--- src/rtl/register_file_sb_pkg.sv ---
// Shared defaults and packed-port slice helper for the register file, decode and writeback.
package register_file_sb_pkg;

  localparam int unsigned DATA_WIDTH_DEF = 32;
  localparam int unsigned ADDR_WIDTH_DEF = 5;
  localparam int unsigned NUM_READ_DEF   = 2;
  localparam int unsigned ZERO_INDEX     = 0;

  // LSB of port `port` inside a packed multi-port vector of `width`-bit fields
  function automatic int unsigned port_lsb(input int unsigned port, input int unsigned width);
    return port * width;
  endfunction

endpackage

--- src/rtl/register_file_sb_if.sv ---
// Decode/writeback bus of the register file: write, multi-port read and reserve handshake.
interface register_file_sb_if
  import register_file_sb_pkg::*;
#(
  parameter int unsigned DATA_WIDTH = DATA_WIDTH_DEF,
  parameter int unsigned ADDR_WIDTH = ADDR_WIDTH_DEF,
  parameter int unsigned NUM_READ   = NUM_READ_DEF
) ();

  logic                           reg_write_i;
  logic [ADDR_WIDTH-1:0]          wr_register_i;
  logic [DATA_WIDTH-1:0]          wr_data_i;
  logic [NUM_READ*ADDR_WIDTH-1:0] rd_register_i;
  logic [NUM_READ*DATA_WIDTH-1:0] rd_data_o;
  logic [NUM_READ-1:0]            rd_busy_o;
  logic                           reserve_valid_i;
  logic [ADDR_WIDTH-1:0]          reserve_register_i;
  logic                           reserve_ready_o;
  logic [ADDR_WIDTH:0]            busy_count_o;

  modport master (
    output reg_write_i, wr_register_i, wr_data_i, rd_register_i,
    output reserve_valid_i, reserve_register_i,
    input  rd_data_o, rd_busy_o, reserve_ready_o, busy_count_o
  );

  modport slave (
    input  reg_write_i, wr_register_i, wr_data_i, rd_register_i,
    input  reserve_valid_i, reserve_register_i,
    output rd_data_o, rd_busy_o, reserve_ready_o, busy_count_o
  );

endinterface

--- src/rtl/register_file_sb_scoreboard.sv ---
// Per-register busy vector, reserve handshake readiness and busy-register population count.
module register_file_sb_scoreboard
  import register_file_sb_pkg::*;
#(
  parameter int unsigned ADDR_WIDTH = ADDR_WIDTH_DEF,
  parameter int unsigned ZERO_REG   = 1
) (
  input  logic                         clock_i,
  input  logic                         reset_i,
  input  logic                         reg_write_i,
  input  logic [ADDR_WIDTH-1:0]        wr_register_i,
  input  logic                         reserve_valid_i,
  input  logic [ADDR_WIDTH-1:0]        reserve_register_i,
  output logic [(1<<ADDR_WIDTH)-1:0]   busy_o,
  output logic                         reserve_ready_c,
  output logic [ADDR_WIDTH:0]          busy_count_o
);

  localparam int unsigned DEPTH = 1 << ADDR_WIDTH;
  localparam int unsigned CW    = ADDR_WIDTH + 1;

  logic [DEPTH-1:0] busy_q, busy_d, busy_cleared_c;
  logic [CW-1:0]    count_q, count_d;
  logic             wr_en_c, rsv_en_c, inc_c, dec_c;

  // Write clears first, reserve sets afterwards so a same-register reserve wins
  always_comb begin
    wr_en_c         = reg_write_i &&
                      !((ZERO_REG != 0) && (wr_register_i == ADDR_WIDTH'(ZERO_INDEX)));
    reserve_ready_c = !busy_q[reserve_register_i] ||
                      (reg_write_i && (wr_register_i == reserve_register_i));
    rsv_en_c        = reserve_valid_i && reserve_ready_c &&
                      !((ZERO_REG != 0) && (reserve_register_i == ADDR_WIDTH'(ZERO_INDEX)));

    busy_cleared_c = busy_q;
    if (wr_en_c) begin
      busy_cleared_c[wr_register_i] = 1'b0;
    end

    dec_c = wr_en_c && busy_q[wr_register_i];
    inc_c = rsv_en_c && !busy_cleared_c[reserve_register_i];

    busy_d = busy_cleared_c;
    if (rsv_en_c) begin
      busy_d[reserve_register_i] = 1'b1;
    end

    count_d = count_q + CW'(inc_c) - CW'(dec_c);
  end

  always_ff @(posedge clock_i) begin
    if (reset_i) begin
      busy_q  <= '0;
      count_q <= '0;
    end else begin
      busy_q  <= busy_d;
      count_q <= count_d;
    end
  end

  assign busy_o       = busy_q;
  assign busy_count_o = count_q;

endmodule

--- src/rtl/register_file_sb.sv ---
// Multi-read-port register file with busy scoreboard; storage, read muxes and write bypass.
// Define REGFILE_BYPASS_EN to forward same-cycle writeback data onto matching read ports.
module register_file_sb
  import register_file_sb_pkg::*;
#(
  parameter int unsigned DATA_WIDTH = DATA_WIDTH_DEF,
  parameter int unsigned ADDR_WIDTH = ADDR_WIDTH_DEF,
  parameter int unsigned NUM_READ   = NUM_READ_DEF,
  parameter int unsigned ZERO_REG   = 1
) (
  input  logic               clock_i,
  input  logic               reset_i,
  register_file_sb_if.slave  bus
);

  localparam int unsigned DEPTH = 1 << ADDR_WIDTH;

  logic [DATA_WIDTH-1:0] regs_q [DEPTH];
  logic [DATA_WIDTH-1:0] regs_d [DEPTH];
  logic [DEPTH-1:0]      busy_c;
  logic                  wr_en_c;
  logic                  reserve_ready_c;

  register_file_sb_scoreboard #(
    .ADDR_WIDTH (ADDR_WIDTH),
    .ZERO_REG   (ZERO_REG)
  ) u_scoreboard (
    .clock_i            (clock_i),
    .reset_i            (reset_i),
    .reg_write_i        (bus.reg_write_i),
    .wr_register_i      (bus.wr_register_i),
    .reserve_valid_i    (bus.reserve_valid_i),
    .reserve_register_i (bus.reserve_register_i),
    .busy_o             (busy_c),
    .reserve_ready_c    (reserve_ready_c),
    .busy_count_o       (bus.busy_count_o)
  );

  assign bus.reserve_ready_o = reserve_ready_c;

  always_comb begin
    wr_en_c = bus.reg_write_i &&
              !((ZERO_REG != 0) && (bus.wr_register_i == ADDR_WIDTH'(ZERO_INDEX)));
    regs_d  = regs_q;
    if (wr_en_c) begin
      regs_d[bus.wr_register_i] = bus.wr_data_i;
    end
  end

  always_ff @(posedge clock_i) begin
    if (reset_i) begin
      for (int i = 0; i < int'(DEPTH); i++) begin
        regs_q[i] <= '0;
      end
    end else begin
      regs_q <= regs_d;
    end
  end

  for (genvar k = 0; k < NUM_READ; k++) begin : g_rd
    logic [ADDR_WIDTH-1:0] idx_c;
    logic [DATA_WIDTH-1:0] data_c;
    logic                  busy_rd_c;

    assign idx_c = bus.rd_register_i[port_lsb(k, ADDR_WIDTH) +: ADDR_WIDTH];

    // Register 0 override sits last so it also masks any bypass
    always_comb begin
      data_c    = regs_q[idx_c];
      busy_rd_c = busy_c[idx_c];
`ifdef REGFILE_BYPASS_EN
      if (wr_en_c && (bus.wr_register_i == idx_c)) begin
        data_c    = bus.wr_data_i;
        busy_rd_c = bus.reserve_valid_i && (bus.reserve_register_i == idx_c);
      end
`endif
      if ((ZERO_REG != 0) && (idx_c == ADDR_WIDTH'(ZERO_INDEX))) begin
        data_c    = '0;
        busy_rd_c = 1'b0;
      end
    end

    assign bus.rd_data_o[port_lsb(k, DATA_WIDTH) +: DATA_WIDTH] = data_c;
    assign bus.rd_busy_o[k] = busy_rd_c;
  end

endmodule

--- src/flat_wrapper.sv ---
// flat-port wrapper written by rule: the top's interface ports become plain ports
module register_file_sb_flat import register_file_sb_pkg::*;
#(
  parameter int unsigned DATA_WIDTH = DATA_WIDTH_DEF,
  parameter int unsigned ADDR_WIDTH = ADDR_WIDTH_DEF,
  parameter int unsigned NUM_READ   = NUM_READ_DEF,
  parameter int unsigned ZERO_REG   = 1
)
  (clock_i, reset_i, bus_reg_write_i, bus_wr_register_i, bus_wr_data_i, bus_rd_register_i, bus_reserve_valid_i, bus_reserve_register_i, bus_rd_data_o, bus_rd_busy_o, bus_reserve_ready_o, bus_busy_count_o);
  register_file_sb_if #(.DATA_WIDTH(DATA_WIDTH), .ADDR_WIDTH(ADDR_WIDTH), .NUM_READ(NUM_READ)) bus_i ();
  input  logic clock_i;
  input  logic reset_i;
  input wire logic [$bits(bus_i.reg_write_i)-1:0] bus_reg_write_i;
  input wire logic [$bits(bus_i.wr_register_i)-1:0] bus_wr_register_i;
  input wire logic [$bits(bus_i.wr_data_i)-1:0] bus_wr_data_i;
  input wire logic [$bits(bus_i.rd_register_i)-1:0] bus_rd_register_i;
  input wire logic [$bits(bus_i.reserve_valid_i)-1:0] bus_reserve_valid_i;
  input wire logic [$bits(bus_i.reserve_register_i)-1:0] bus_reserve_register_i;
  output wire logic [$bits(bus_i.rd_data_o)-1:0] bus_rd_data_o;
  output wire logic [$bits(bus_i.rd_busy_o)-1:0] bus_rd_busy_o;
  output wire logic [$bits(bus_i.reserve_ready_o)-1:0] bus_reserve_ready_o;
  output wire logic [$bits(bus_i.busy_count_o)-1:0] bus_busy_count_o;
  assign bus_i.reg_write_i = bus_reg_write_i;
  assign bus_i.wr_register_i = bus_wr_register_i;
  assign bus_i.wr_data_i = bus_wr_data_i;
  assign bus_i.rd_register_i = bus_rd_register_i;
  assign bus_i.reserve_valid_i = bus_reserve_valid_i;
  assign bus_i.reserve_register_i = bus_reserve_register_i;
  assign bus_rd_data_o = bus_i.rd_data_o;
  assign bus_rd_busy_o = bus_i.rd_busy_o;
  assign bus_reserve_ready_o = bus_i.reserve_ready_o;
  assign bus_busy_count_o = bus_i.busy_count_o;
  register_file_sb #(.DATA_WIDTH(DATA_WIDTH), .ADDR_WIDTH(ADDR_WIDTH), .NUM_READ(NUM_READ), .ZERO_REG(ZERO_REG)) u_core (.clock_i(clock_i), .reset_i(reset_i), .bus(bus_i));
endmodule
--- config.mk ---
export PLATFORM = sky130hd
export DESIGN_NAME = register_file_sb_flat
export DESIGN_NICKNAME = d
export VERILOG_FILES = /design/src/rtl/register_file_sb_pkg.sv /design/src/rtl/register_file_sb_if.sv /design/src/rtl/register_file_sb_scoreboard.sv /design/src/rtl/register_file_sb.sv /design/src/flat_wrapper.sv
export SDC_FILE = /design/constraint.sdc
export NUM_CORES = 2
export LEC_CHECK = 0
export CORE_ASPECT_RATIO = 1.1
export CORE_UTILIZATION = 55
export DETAILED_ROUTE_END_ITERATION = 7
export PLACE_DENSITY = 0.79
export SETUP_SLACK_MARGIN = 0.1
export SLEW_MARGIN = 0
export SYNTH_ARGS = -nofsm -noshare
export SYNTH_HDL_FRONTEND = slang
export SYNTH_SLANG_ARGS = --single-unit
--- constraint.sdc ---
create_clock -name clock_i -period 10.5 [get_ports clock_i]
set_input_delay 2.1 -clock clock_i [delete_from_list [all_inputs] [get_ports clock_i]]
set_output_delay 2.1 -clock clock_i [all_outputs]
set_load 0.03 [all_outputs]
==> out/qor.yml <==
status: "finished with violations"
violations: "design-rule violations"
reg2reg_depth: 14
grt.overflow.total: 0
dieArea_sq_mm: 0.101
yosys_register_bits: 1062
core_area_sq_mm: 0.0979
viasPerCell: 6.97
timing.max_cap.violations: 0
cts_buffers: 103
insertion_delay_ns: 0.73
cts_setup_buffers: 0
fin_util: 0.611
ir_drop_uv: 123
critPathLaunchType: "primary input"
seq_power_share: 0.455
end_kind: "output port"
async_flop_share: 0
switchingPower_w: 0.00228
p_clk_frac: 0.459
drive_above_1_share: 0.165
antenna_left: 0
relSlewSlack: 0.0801
grt_use_met3: 0.126
fin_cells: 7121
dr_total_vias: 49600
io_buffers: 128
drv_slew: 0
track_usage: 0.390
hold_viol: 0
p_int_w: 0.00671
whs_ns: 0.464
ys.warnings.count: 0
crit_arrival_ns: 5.94
critical_path_class: "primary input to output port"
synth_cells: 6015
power.density_mw_per_mm2: 150
ys_seq_area_frac: 0.389
synth_edf_count: 0
syn_to_final_growth_pct: 9.42
crit_start: "bus_rd_register_i[1]"
skew_ns: 0.0321
p_leak_nw: 19.2
clockBufferDepth: 3
fp.dieH_microns: 333
grt_pass1_wl_mm: 294
nNetsFinal: 5814
top_usage_layer: "met2"
p_comb_frac: 0.087
synth_cell_type_count: 54
period_minus_slack_ns: 8.04
tritoncts: "yes"
dp_hpwl_mm: 111
gp_congestion: 0.955
initial_utilization: 0.558
min_path_type: "flip-flop to flip-flop"
drt_first_iter_violations: 8757
dpl_cell_area_sq_mm: 0.0561
ff2ff_setup_slack_ns: 6.87
fp.dieW_microns: 303
grt_pass1_vias: 47400
grt_start_max_net_pins: 258
max_slew.worst_pin.slew_ns: 1.38
r2r-start: "u_core.u_scoreboard.busy_o[7]$_SDFF_PP0_"
dp_cells: 6927
syn_area_sq_mm: 0.0546
critical_path_peak_fanout: 80
hold_buffers: 0
antenna_found_initial: 9
fp-row-count: 120
clock_sinks: 1062
cp.required_ns: 8.40
h-tree-depth: 3
setup_viol: 0
max_freq_ghz: 0.124
rsz0062_at_grt: "false"
routed_wl_mm: 200
cts_root_buf: "clkbuf_16"
path_clk_slew_ns: 0.07
cts_resized: 0
syn_avg_cell_area_sq_um: 9.09
crit_end: "bus_rd_data_o[22]"
synth.net_count: 6078
ios: 129
yosys_most_used_dff: "dfxtp_1"
grtUsageMet2: 0.568
fin_tns_setup_ns: 0
finish.instance_area_sq_mm: 0.0598
grt.met1_usage: 0.479
post-route-period-util: 0.766
first_pass_iters: 8
swShare: 0.254
drc: 9
routedWlPerCell_microns: 28.1
r2r-end: "u_core.u_scoreboard.busy_count_o[4]$_SDFF_PP0_"
## sequential cells by signal, indices dropped and copies added (netlist names)
| name | cells |
|---|---|
| u_core.u_scoreboard.busy_count_o | 6 |
| u_core.u_scoreboard.busy_o | 32 |
| u_core.regs_q | 1024 |
## stage by stage
step / total power, W / worst slack, ns
3_3_place_gp: 0.00492 / 2.68
6_report: 0.00899 / 2.46
2_1_floorplan: 0.00470 / 4.36
5_1_grt: 0.00916 / 2.53
3_5_place_dp: 0.00493 / 2.68
4_1_cts: 0.00894 / 2.67
## routing by layer
| metal | wire length, microns | vias up | part of all wire |
|---|---|---|---|
| met4 | 18700 | 14 | 0.093 |
| li1 | - | 20500 | - |
| met5 | 81 | - | 0.00041 |
| met1 | 65300 | 23400 | 0.33 |
| met3 | 30500 | 1263 | 0.15 |
| met2 | 85300 | 4393 | 0.43 |
## kinds of logic (layout without fill, tap and decap cells)
kind of cell | after synthesis | in the layout | share of synthesized area
AOI/OAI and AO/OA | 1246 | 1246 | 0.122
xor gates and xnor gates | 9 | 9 | 0.00144
adders and majority gates | 7 | 7 | 0.00174
buffers and inverters | 665 | 488 | 0.0553
DFF | 1062 | 1062 | 0.389
muxes | 737 | 737 | 0.266
other | 0 | 2 | 0
and+or+nand+nor | 2289 | 2289 | 0.164
## worst min path at each step
stage,startpoint,end,cells after the start
floorplan,u_core.regs_q[290]$_SDFFE_PP0P_,u_core.regs_q[290]$_SDFFE_PP0P_,2
global placement,u_core.regs_q[775]$_SDFFE_PP0P_,u_core.regs_q[775]$_SDFFE_PP0P_,2
detailed placement,u_core.regs_q[536]$_SDFFE_PP0P_,u_core.regs_q[536]$_SDFFE_PP0P_,2
CTS,u_core.regs_q[683]$_SDFFE_PP0P_,u_core.regs_q[683]$_SDFFE_PP0P_,2
global route,u_core.regs_q[418]$_SDFFE_PP0P_,u_core.regs_q[418]$_SDFFE_PP0P_,2
finish,u_core.regs_q[536]$_SDFFE_PP0P_,u_core.regs_q[536]$_SDFFE_PP0P_,2
## cells in the final DEF (no fill, tap or decap), drive strengths merged, types with 30 or more instances in the layout
cell type / instances
inv: 57
clkinv: 30
nor2b: 39
mux2i: 121
clkdlybuf4s50: 117
buf: 125
a221oi: 34
nor2: 56
dfxtp: 1062
mux2: 56
nor3: 39
mux4: 560
nor3b: 34
a21oi: 1028
nand2: 2086
clkbuf: 136
o21ai: 61
## cell type report
type	count	area, sq um
Fill cell	7814	38100
Multi-Input combinational cell	4288	30700
Sequential cell	1062	21300
Clock buffer	136	2900
Timing Repair Buffer	242	2300
Tap cell	1281	1600
Clock inverter	56	813
Inverter	54	203
Antenna cell	2	5.00
## synth_stat cells (4+ instances only)
master,number,share of area
ha_1,6,0.0014
nor3_1,38,0.0035
dfxtp_1,1062,0.39
o31ai_1,4,0.00055
inv_1,52,0.0036
mux4_2,533,0.22
mux2i_1,121,0.022
nor2b_1,39,0.0045
xnor2_1,8,0.0013
a221oi_1,34,0.0054
nand3b_1,6,0.00082
a31oi_1,25,0.0029
nand2_1,2086,0.14
o221ai_1,27,0.0043
or3b_1,5,0.00080
buf_4,29,0.0040
mux2_2,56,0.012
nor2_1,56,0.0038
buf_2,112,0.010
a211o_1,22,0.0035
o21ai_1,59,0.0054
nor3b_1,34,0.0047
buf_6,24,0.0049
nand3_1,10,0.00092
nand2b_1,4,0.00046
o22ai_1,28,0.0032
a211oi_1,6,0.00082
clkbuf_1,415,0.029
mux4_1,24,0.012
buf_1,22,0.0015
a22oi_1,4,0.00055
a21oi_1,1028,0.094
## worst max-delay path, cell delays in order
cell and delay (ns):
buf_8 0.52, or3_4 0.83, nor3_2 0.14, buf_4 0.42
a221oi_1 0.94, clkdlybuf4s50_1 0.84
## power by group through the flow
stage	sequential [W]	clock (W)	combinational, W
2_1_floorplan	0.00418	0	0.000515
3_3_place_gp	0.00418	0	0.000743
3_5_place_dp	0.00418	0	0.000751
4_1_cts	0.00409	0.00409	0.000754
5_1_grt	0.00409	0.00427	0.000803
6_report	0.00409	0.00412	0.000779
(Power assumes the default switching activity.)
